### src/rtl/fetch_pkg.sv
// Shared types and constants for the instruction-fetch stage.
// Holds the FSM state encoding, the NOP bubble and the IF/ID bundle layout.
package fetch_pkg;

  localparam int BITS   = 32;
  localparam int ADDR_W = BITS - 2;
  localparam logic [BITS-1:0] NOP = 32'h0000_0000;

  typedef enum logic [1:0] {
    FETCH = 2'd0,
    HOLD  = 2'd1,
    DROP  = 2'd2
  } fetch_state_t;

  typedef struct packed {
    logic            valid;
    logic [BITS-1:0] instr;
    logic [BITS-1:0] pc4;
  } if_id_t;

  localparam if_id_t IF_ID_BUBBLE = '{valid: 1'b0, instr: NOP, pc4: '0};

endpackage

### src/rtl/if_id_reg.sv
// IF/ID pipeline register: one cycle, flush beats load, holds when neither is set.
// No backpressure of its own; the caller withholds load while decode stalls.
module if_id_reg
  import fetch_pkg::*;
(
  input  logic   clk,
  input  logic   reset,
  input  logic   load,
  input  logic   flush,
  input  if_id_t d,
  output if_id_t q
);

  always_ff @(posedge clk) begin
    if (reset) begin
      q <= IF_ID_BUBBLE;
    end else if (flush) begin
      q <= IF_ID_BUBBLE;
    end else if (load) begin
      q <= d;
    end
  end

endmodule

### src/rtl/fetch_unit.sv
// Instruction fetch: PC-driven imem requests into IF/ID, one-entry skid for decode stalls,
// redirect squashes IF/ID and skid; an in-flight request at redirect is drained in DROP.
module fetch_unit
  import fetch_pkg::*;
(
  input  logic              clk,
  input  logic              reset,
  input  logic [BITS-1:0]   pc_in,
  output logic [ADDR_W-1:0] pc_next,
  output logic              pc_hold,
  output logic              imem_req,
  output logic [ADDR_W-1:0] imem_addr,
  input  logic              imem_ack,
  input  logic [BITS-1:0]   imem_rdata,
  input  logic              redirect,
  input  logic [ADDR_W-1:0] redirect_target,
  input  logic              id_stall,
  output logic              if_id_valid,
  output logic [BITS-1:0]   if_id_instr,
  output logic [BITS-1:0]   if_id_pc4
);

  fetch_state_t      state, state_nx;
  if_id_t            skid, skid_nx;
  if_id_t            if_id_d, if_id_q;
  logic              if_id_load, if_id_flush;
  logic [ADDR_W-1:0] drop_addr, drop_addr_nx;
  logic [ADDR_W-1:0] pc_word;
  logic [BITS-1:0]   pc4;

  assign pc_word = pc_in[BITS-1:2];
  assign pc4     = pc_in + BITS'(4);

  always_ff @(posedge clk) begin
    if (reset) begin
      state     <= FETCH;
      skid      <= IF_ID_BUBBLE;
      drop_addr <= '0;
    end else begin
      state     <= state_nx;
      skid      <= skid_nx;
      drop_addr <= drop_addr_nx;
    end
  end

  always_comb begin
    state_nx     = state;
    skid_nx      = skid;
    drop_addr_nx = drop_addr;
    imem_req     = 1'b0;
    imem_addr    = pc_word;
    pc_hold      = 1'b1;
    pc_next      = pc_word + ADDR_W'(1);
    if_id_load   = 1'b0;
    if_id_flush  = 1'b0;
    if_id_d      = skid;

    unique case (state)
      FETCH: begin
        imem_req = 1'b1;
        if (imem_ack) begin
          pc_hold = 1'b0;
          if (id_stall) begin
            skid_nx  = '{valid: 1'b1, instr: imem_rdata, pc4: pc4};
            state_nx = HOLD;
          end else begin
            if_id_load = 1'b1;
            if_id_d    = '{valid: 1'b1, instr: imem_rdata, pc4: pc4};
          end
        end else if (!id_stall) begin
          if_id_flush = 1'b1;
        end
      end
      // PC already points past the skid entry, so nothing is requested here.
      HOLD: begin
        if (!id_stall) begin
          if_id_load = 1'b1;
          if_id_d    = skid;
          skid_nx    = IF_ID_BUBBLE;
          state_nx   = FETCH;
        end
      end
      DROP: begin
        imem_req  = 1'b1;
        imem_addr = drop_addr;
        if (imem_ack) state_nx = FETCH;
        if (!id_stall) if_id_flush = 1'b1;
      end
      default: state_nx = FETCH;
    endcase

    // Redirect overrides stall and any same-cycle response.
    if (redirect) begin
      pc_hold     = 1'b0;
      pc_next     = redirect_target;
      if_id_load  = 1'b0;
      if_id_flush = 1'b1;
      skid_nx     = IF_ID_BUBBLE;
      unique case (state)
        FETCH: begin
          if (imem_ack) begin
            state_nx = FETCH;
          end else begin
            state_nx     = DROP;
            drop_addr_nx = pc_word;
          end
        end
        HOLD:    state_nx = FETCH;
        DROP:    state_nx = DROP;
        default: state_nx = FETCH;
      endcase
    end

    if (reset) begin
      imem_req = 1'b0;
      pc_hold  = 1'b1;
    end
  end

  if_id_reg u_if_id_reg (
    .clk   (clk),
    .reset (reset),
    .load  (if_id_load),
    .flush (if_id_flush),
    .d     (if_id_d),
    .q     (if_id_q)
  );

  assign if_id_valid = if_id_q.valid;
  assign if_id_instr = if_id_q.instr;
  assign if_id_pc4   = if_id_q.pc4;

endmodule

### config.mk
export PLATFORM = sky130hd
export DESIGN_NAME = fetch_unit
export DESIGN_NICKNAME = d
export VERILOG_FILES = /design/src/rtl/fetch_pkg.sv /design/src/rtl/if_id_reg.sv /design/src/rtl/fetch_unit.sv
export SDC_FILE = /design/constraint.sdc
export NUM_CORES = 1
export LEC_CHECK = 0
export ABC_CLOCK_PERIOD_IN_PS = 4270
export BUFFER_PORTS_ARGS = -buffer_cell sky130_fd_sc_hd__buf_2
export CAP_MARGIN = 20
export CORE_AREA = 2 2 133 135
export DETAILED_ROUTE_END_ITERATION = 8
export DIE_AREA = 0 0 135 137
export PLACE_DENSITY = 0.76
export RECOVER_POWER = 50
export SYNTH_ARGS = -nofsm -noshare
export SYNTH_HDL_FRONTEND = slang
export SYNTH_HIERARCHICAL = 1
export SYNTH_SLANG_ARGS = --single-unit
### constraint.sdc
create_clock -name clk -period 4.27 [get_ports clk]
set_input_delay 1.281 -clock clk [delete_from_list [all_inputs] [get_ports clk]]
set_output_delay 1.281 -clock clk [all_outputs]
set_load 0.02 [all_outputs]
==> results.toml, run 1 <==
[synth]
async_flop_share_pct = 0
ys_warn_count = 6
synth_edf_count = 0
yosysTopAreaCell = "dfxtp_1"
synth_cells = 905
syn-cell-area_um2 = 7530
synth_area_leaders = "dfxtp_1, mux2i_1, nand2_1, mux2_2, a22o_1"
synth_top_cell_area_share_pct = 43.1
ys_seq_elements = 162
ys_types = 39
postSynthAreaPerCell_um2 = 8.32
synth_ff_type = "dfxtp_1"
synth_nets = 1005
ys_seq_area_share_pct = 43.1

[drt]
dr.pass1.iters = 5
wire_per_inst_um = 15.4
drt-total-wl_um = 21000
drtIter0Drc = 336
vias = 6988
ant_nets = 0
vias_per_cell = 5.15
drcViolationCount = 0

[critical_path]
crit_fanout = 4
path_common_cell = "buf_2"
end_kind = "output pin"
arrival_ns = 2.88
path_cells = "buf_2, nand4_1, or4_4, nor4_2, xnor2_1, mux2i_1, buf_2"
critPathSlowestCell = "or4_4"
worst-setup-path-type = "in2out"
path_delay_family = "simple AND/OR/NAND/NOR gates"
critPathBufInv = 2
cp.required_ns = 2.99
start_kind = "input port"
slowest_delay_ns = 0.53

[cts]
clk_pin_slew_ns = 0.06
clockBufferDepth = 2
cts_buffers = 17
htreeDepth = 4
clock_latency_ns = 0.43
cts_tree = "built"
post_cts_buffers = 0
ctsHoldBuffers = 0
clock-sinks = 162
root_buffer = "clkbuf_16"

[timing]
max_slew_margin_pct = -22.5
rsz0062_at_grt = "false"
setup_violations = 0
max_slew.worst_pin.slew_ns = 1.84
max_freq_mhz = 240
final.setup.tns_ns = 0
fin_crit_sh_pct = 97.4
slew_violations = 36
skew_ns = 0.00774
hold_viol = 0
period_minus_slack_ns = 4.16

[power_and_ir_drop]
power.leakage_nw = 3.96
p_per_area_nw_per_um2 = 378
vdd.ir_drop.worst_mv = 0.278

[cells_and_area]
diodes = 0
finalNetCount = 1220
syn_to_final_growth_pct = 25.5
drive_gt1_share_pct = 23.7
fin_util_pct = 55.4
final_cell_mix = "nand2_1, dfxtp_1, buf_2"
final_area_um2 = 9450
final_common_cell = "nand2_1"

[floorplan]
start_util_pct = 44.2
die_w_um = 135
die-area_um2 = 18500
num_rows = 48
die_h_um = 137
ioPinCount = 226
design.core.area_um2 = 17100

[place]
place_area_um2 = 8930
gp_routability_congestion = 0.840
dp_hpwl_um = 14300
io_buffers = 225

[min_path]
hold_class = "reg2reg"

[global_route]
antenna_found_initial = 1
grt_pass1_vias = 6582
grt_overflow = 0
grt_max_degree = 95
grt.total_usage_pct = 22.5
grt_pass1_wl_um = 32900

[job]
cap_violations = 2

[run_status]
violations = "max-capacitance violations, max-slew violations"
status = "finished with violations"
-- final cells by class --
class                           instances  area [um^2]
Inverter                               35          131
Clock inverter                         13          150
Fill cell                            1592         7600
Timing Repair Buffer                  258         1320
Multi-Input combinational cell        646         3880
Clock buffer                           19          453
Tap cell                              225          282
Sequential cell                       162         3240
-- routing by layer --
| metal | global-route usage [%] | share of wire (%) | vias up | routed length [um] |
|---|---|---|---|---|
| li1 | - | - | 3437 | - |
| met5 | 0 | 0.038 | - | 8 |
| met3 | 6.19 | 7.9 | 40 | 1660 |
| met4 | 8.16 | 2.0 | 2 | 411 |
| met1 | 27.6 | 43 | 3223 | 9050 |
| met2 | 37.9 | 47 | 286 | 9830 |
-- report_power, final --
part	total [mW]	switching (mW)	internal, mW
clock network	1.54	0.642	0.901
logic	0.476	0.298	0.178
registers	1.56	0.0160	1.54
total	3.58	0.956	2.62
-- cells by family after synthesis --
kind of cell | Yosys count | share of synthesized area [%]
and+or+nand+nor | 364 | 20.0
DFF | 162 | 43.1
AOI/OAI and AO/OA | 129 | 10.5
muxes | 124 | 17.0
buffers and inverters | 97 | 6.00
xor gates and xnor gates | 28 | 3.26
adders and majority gates | 1 | 0.166
-- through the flow --
| step | setup slack, ns | std cells | total power [mW] | hold WS [ns] |
|---|---|---|---|---|
| floorplan | 0.222 | 905 | 1.89 | 0.415 |
| global placement | 0.101 | 1326 | 2.06 | 0.433 |
| detailed placement | 0.0476 | 1326 | 2.07 | 0.442 |
| CTS | 0.0402 | 1358 | 3.62 | 0.454 |
| global route | 0.0166 | 1358 | 3.72 | 0.474 |
| finish | 0.110 | 1358 | 3.58 | 0.447 |
-- what timing repair did --
| item | in CTS | in global routing |
|---|---|---|
| resized for setup | 0 | 4 |
| endpoints found under the setup margin | 0 | 5 |
| endpoints found under the hold margin | 0 | 0 |
-- worst reg2reg max path: stages, from the launching register on --
cell	delay, ns
dfxtp_1	0.48
nor2_1	0.12
nand3_1	0.10
o311a_2	0.17
clkbuf_1	1.31
a22o_1	0.35
-- synthesized netlist by cell type (all sizes together), types with 2 or more instances --
master,instances
nor4,5
clkbuf,39
nor3,8
o21ai,60
a21oi,30
mux2,31
xnor2,15
nand2,235
nor2,81
or2,4
xor2,13
nand2b,2
mux2i,93
buf,23
inv,35
nand4,9
nand3,15
dfxtp,162
a22o,35
-- state kept, by name, indices dropped and copies added, names as in the netlist --
signal	count
u_if_id_reg/q	65
drop_addr	30
skid	65
state	2
-- path summary, 6_finish.rpt --
kind / start / endpoint / slack (ns) / depth (start not counted)
hold / removal: skid[64]$_SDFFE_PP0P_ / skid[64]$_SDFFE_PP0P_ / 0.45 / 2
setup / recovery: pc_in[10] / pc_next[23] / 0.11 / 7
hold reg to reg: skid[64]$_SDFFE_PP0P_ / skid[64]$_SDFFE_PP0P_ / 0.45 / 2
setup reg to reg: state[0]$_SDFFE_PP0P_ / skid[49]$_SDFFE_PP0P_ / 1.68 / 5
No activity file was read; power rests on OpenSTA's default activity.
==> run 2: changes to the inputs <==
Settings changed: REMOVE_ABC_BUFFERS set to 1.
==> run 2 against run 1 <==
The run still ends with max-capacitance violations, max-slew violations left; core utilization is 0.37 points higher; non-clock buffer count is 3 lower; via count is 0.36% lower; final cell count is 0.29% lower; critical path depth stayed put; sequential power hardly changed; maximum frequency is 0.26% lower; sequential share of layout area is 0.23 points lower; largest power group is now the clock network.
==> results.toml, run 2 (synthesis gave the netlist of run 1 again) <==
[run_status]
status = "finished with violations"
violations = "max-capacitance violations, max-slew violations"

[critical_path]
cp.required_ns = 2.99
arrival_ns = 2.89
startpoint = "pc_in[18]"
r2r_slack_ns = 1.57
critPathBufInv = 2
worst-setup-path-type = "in2out"
regToRegStartpoint = "state[1]$_SDFFE_PP0P_"
critPathSlowestCell = "or4_4"
path_cells = "buf_2, nand3_4, or4_4, nor4_4, xnor2_2, mux2i_1, buf_4"
reg2reg_to = "u_if_id_reg/q[29]$_SDFFE_PP0P_"
ff2ff_path_depth = 5
slowest_delay_ns = 0.59
start_kind = "input port"
path_delay_family = "simple AND/OR/NAND/NOR gates"
end_kind = "output pin"
crit_fanout = 4

[floorplan]
start_util_pct = 44.2
design.core.area_um2 = 17100
ioPinCount = 226
die-area_um2 = 18500
die_h_um = 137
num_rows = 48
die_w_um = 135

[drt]
drt-total-wl_um = 21100
ant_nets = 0
drcViolationCount = 0
drtIter0Drc = 279
wire_per_inst_um = 15.6
vias_per_cell = 5.14
dr.pass1.iters = 7
vias = 6963

[cts]
root_buffer = "clkbuf_16"
cts_buffers = 17
htreeDepth = 4
clockBufferDepth = 2
cts_tree = "built"
clock-sinks = 162
clk_pin_slew_ns = 0.06
clock_latency_ns = 0.42

[timing]
setup_violations = 0
setup_slack_ns = 0.0991
skew_ns = 0.00863
max_slew.worst_pin.slew_ns = 1.65
fin_crit_sh_pct = 97.7
slew_violations = 126
max_freq_mhz = 240
max_slew_margin_pct = -9.94
hold_viol = 0
period_minus_slack_ns = 4.17

[global_route]
grt_max_degree = 95
grt.total_usage_pct = 22.4
antenna_found_initial = 1
grt_pass1_wl_um = 32100
grt_pass1_vias = 6242
grt_overflow = 0

[place]
io_buffers = 225
gp_routability_congestion = 0.797
dp_slack_ns = 0.0947
placedCellCount = 1322
place_area_um2 = 8910
dp_hpwl_um = 14200

[min_path]
hp-start = "skid[64]$_SDFFE_PP0P_"
hold_class = "reg2reg"
holdPathEnd = "skid[64]$_SDFFE_PP0P_"
hold_path_depth = 2

[power_and_ir_drop]
power.total_mw = 3.71
vdd.ir_drop.worst_mv = 0.272
power.leakage_nw = 3.98
p_per_area_nw_per_um2 = 390

[cells_and_area]
syn_to_final_growth_pct = 26.4
final_area_um2 = 9520
finalNetCount = 1217
drive_gt1_share_pct = 23.4
final_cell_mix = "nand2_1, dfxtp_1, buf_2"
instances_no_fill = 1354
reg.largest.list = "skid x65, u_if_id_reg/q x65, drop_addr x30"
final_common_cell = "nand2_1"

[job]
cap_violations = 2
==> run 2: cell types whose count changed in the layout (fill, tap and decap cells not counted), sizes merged <==
cell,delta
clkinv,-4
bufinv,+3
clkbuf,-3
buf,-1
diode,+1
==> run 2: cell type report <==
cell class | count | area, um^2
Antenna cell | 1 | 2.50
Clock buffer | 18 | 439
Clock inverter | 12 | 205
Fill cell | 1587 | 7540
Inverter | 35 | 131
Multi-Input combinational cell | 646 | 3870
Sequential cell | 162 | 3240
Tap cell | 225 | 282
Timing Repair Buffer | 255 | 1340
==> run 2: worst max-delay path by stage <==
| stage | endpoint | slack, ns | cells after the start |
|---|---|---|---|
| 6_report | pc_next[22] | 0.1 | 7 |
| 5_1_grt | pc_next[22] | -0.003 | 7 |
| 4_1_cts | pc_next[22] | 0.08 | 7 |
| 3_5_place_dp | pc_next[22] | 0.09 | 7 |
| 3_3_place_gp | pc_next[22] | 0.12 | 7 |
| 2_1_floorplan | u_if_id_reg/q[0]$_SDFFE_PP0P_ | -6.88 | 3 |
==> run 2: metrics by stage <==
stage,TNS [ns],utilization [%],hold WS [ns]
finish,0,55.8,0.441
global route,-0.00349,55.8,0.465
CTS,0,56.0,0.443
detailed placement,0,52.2,0.432
global placement,0,52.2,0.427
floorplan,-447.17,-,0.415
==> run 2: worst min-delay path, cell delays in order (launching register included) <==
cell and delay (ns):
dfxtp_1 0.31, nand2_1 0.05, nand2_1 0.04
==> run 2: where the power goes <==
part	leakage (nW)	internal [mW]	switching (mW)	total, mW
clock network	0.309	1.05	0.618	1.67
registers	1.31	1.54	0.0154	1.56
logic	2.36	0.182	0.303	0.484
total	3.98	2.78	0.936	3.71
==> run 2: metal layers <==
layer,up-vias,global-route usage (%),share of wire (%)
met5,-,0,0
met4,0,7.64,2.0
met3,27,5.96,7.4
met2,260,37.2,46
met1,3242,28.2,44
li1,3434,-,-
==> run 2: timing repair <==
action	in CTS	in global routing
buffers inserted	0	1
setup endpoints to repair	0	2
gates resized for setup	0	14
hold buffers	0	0
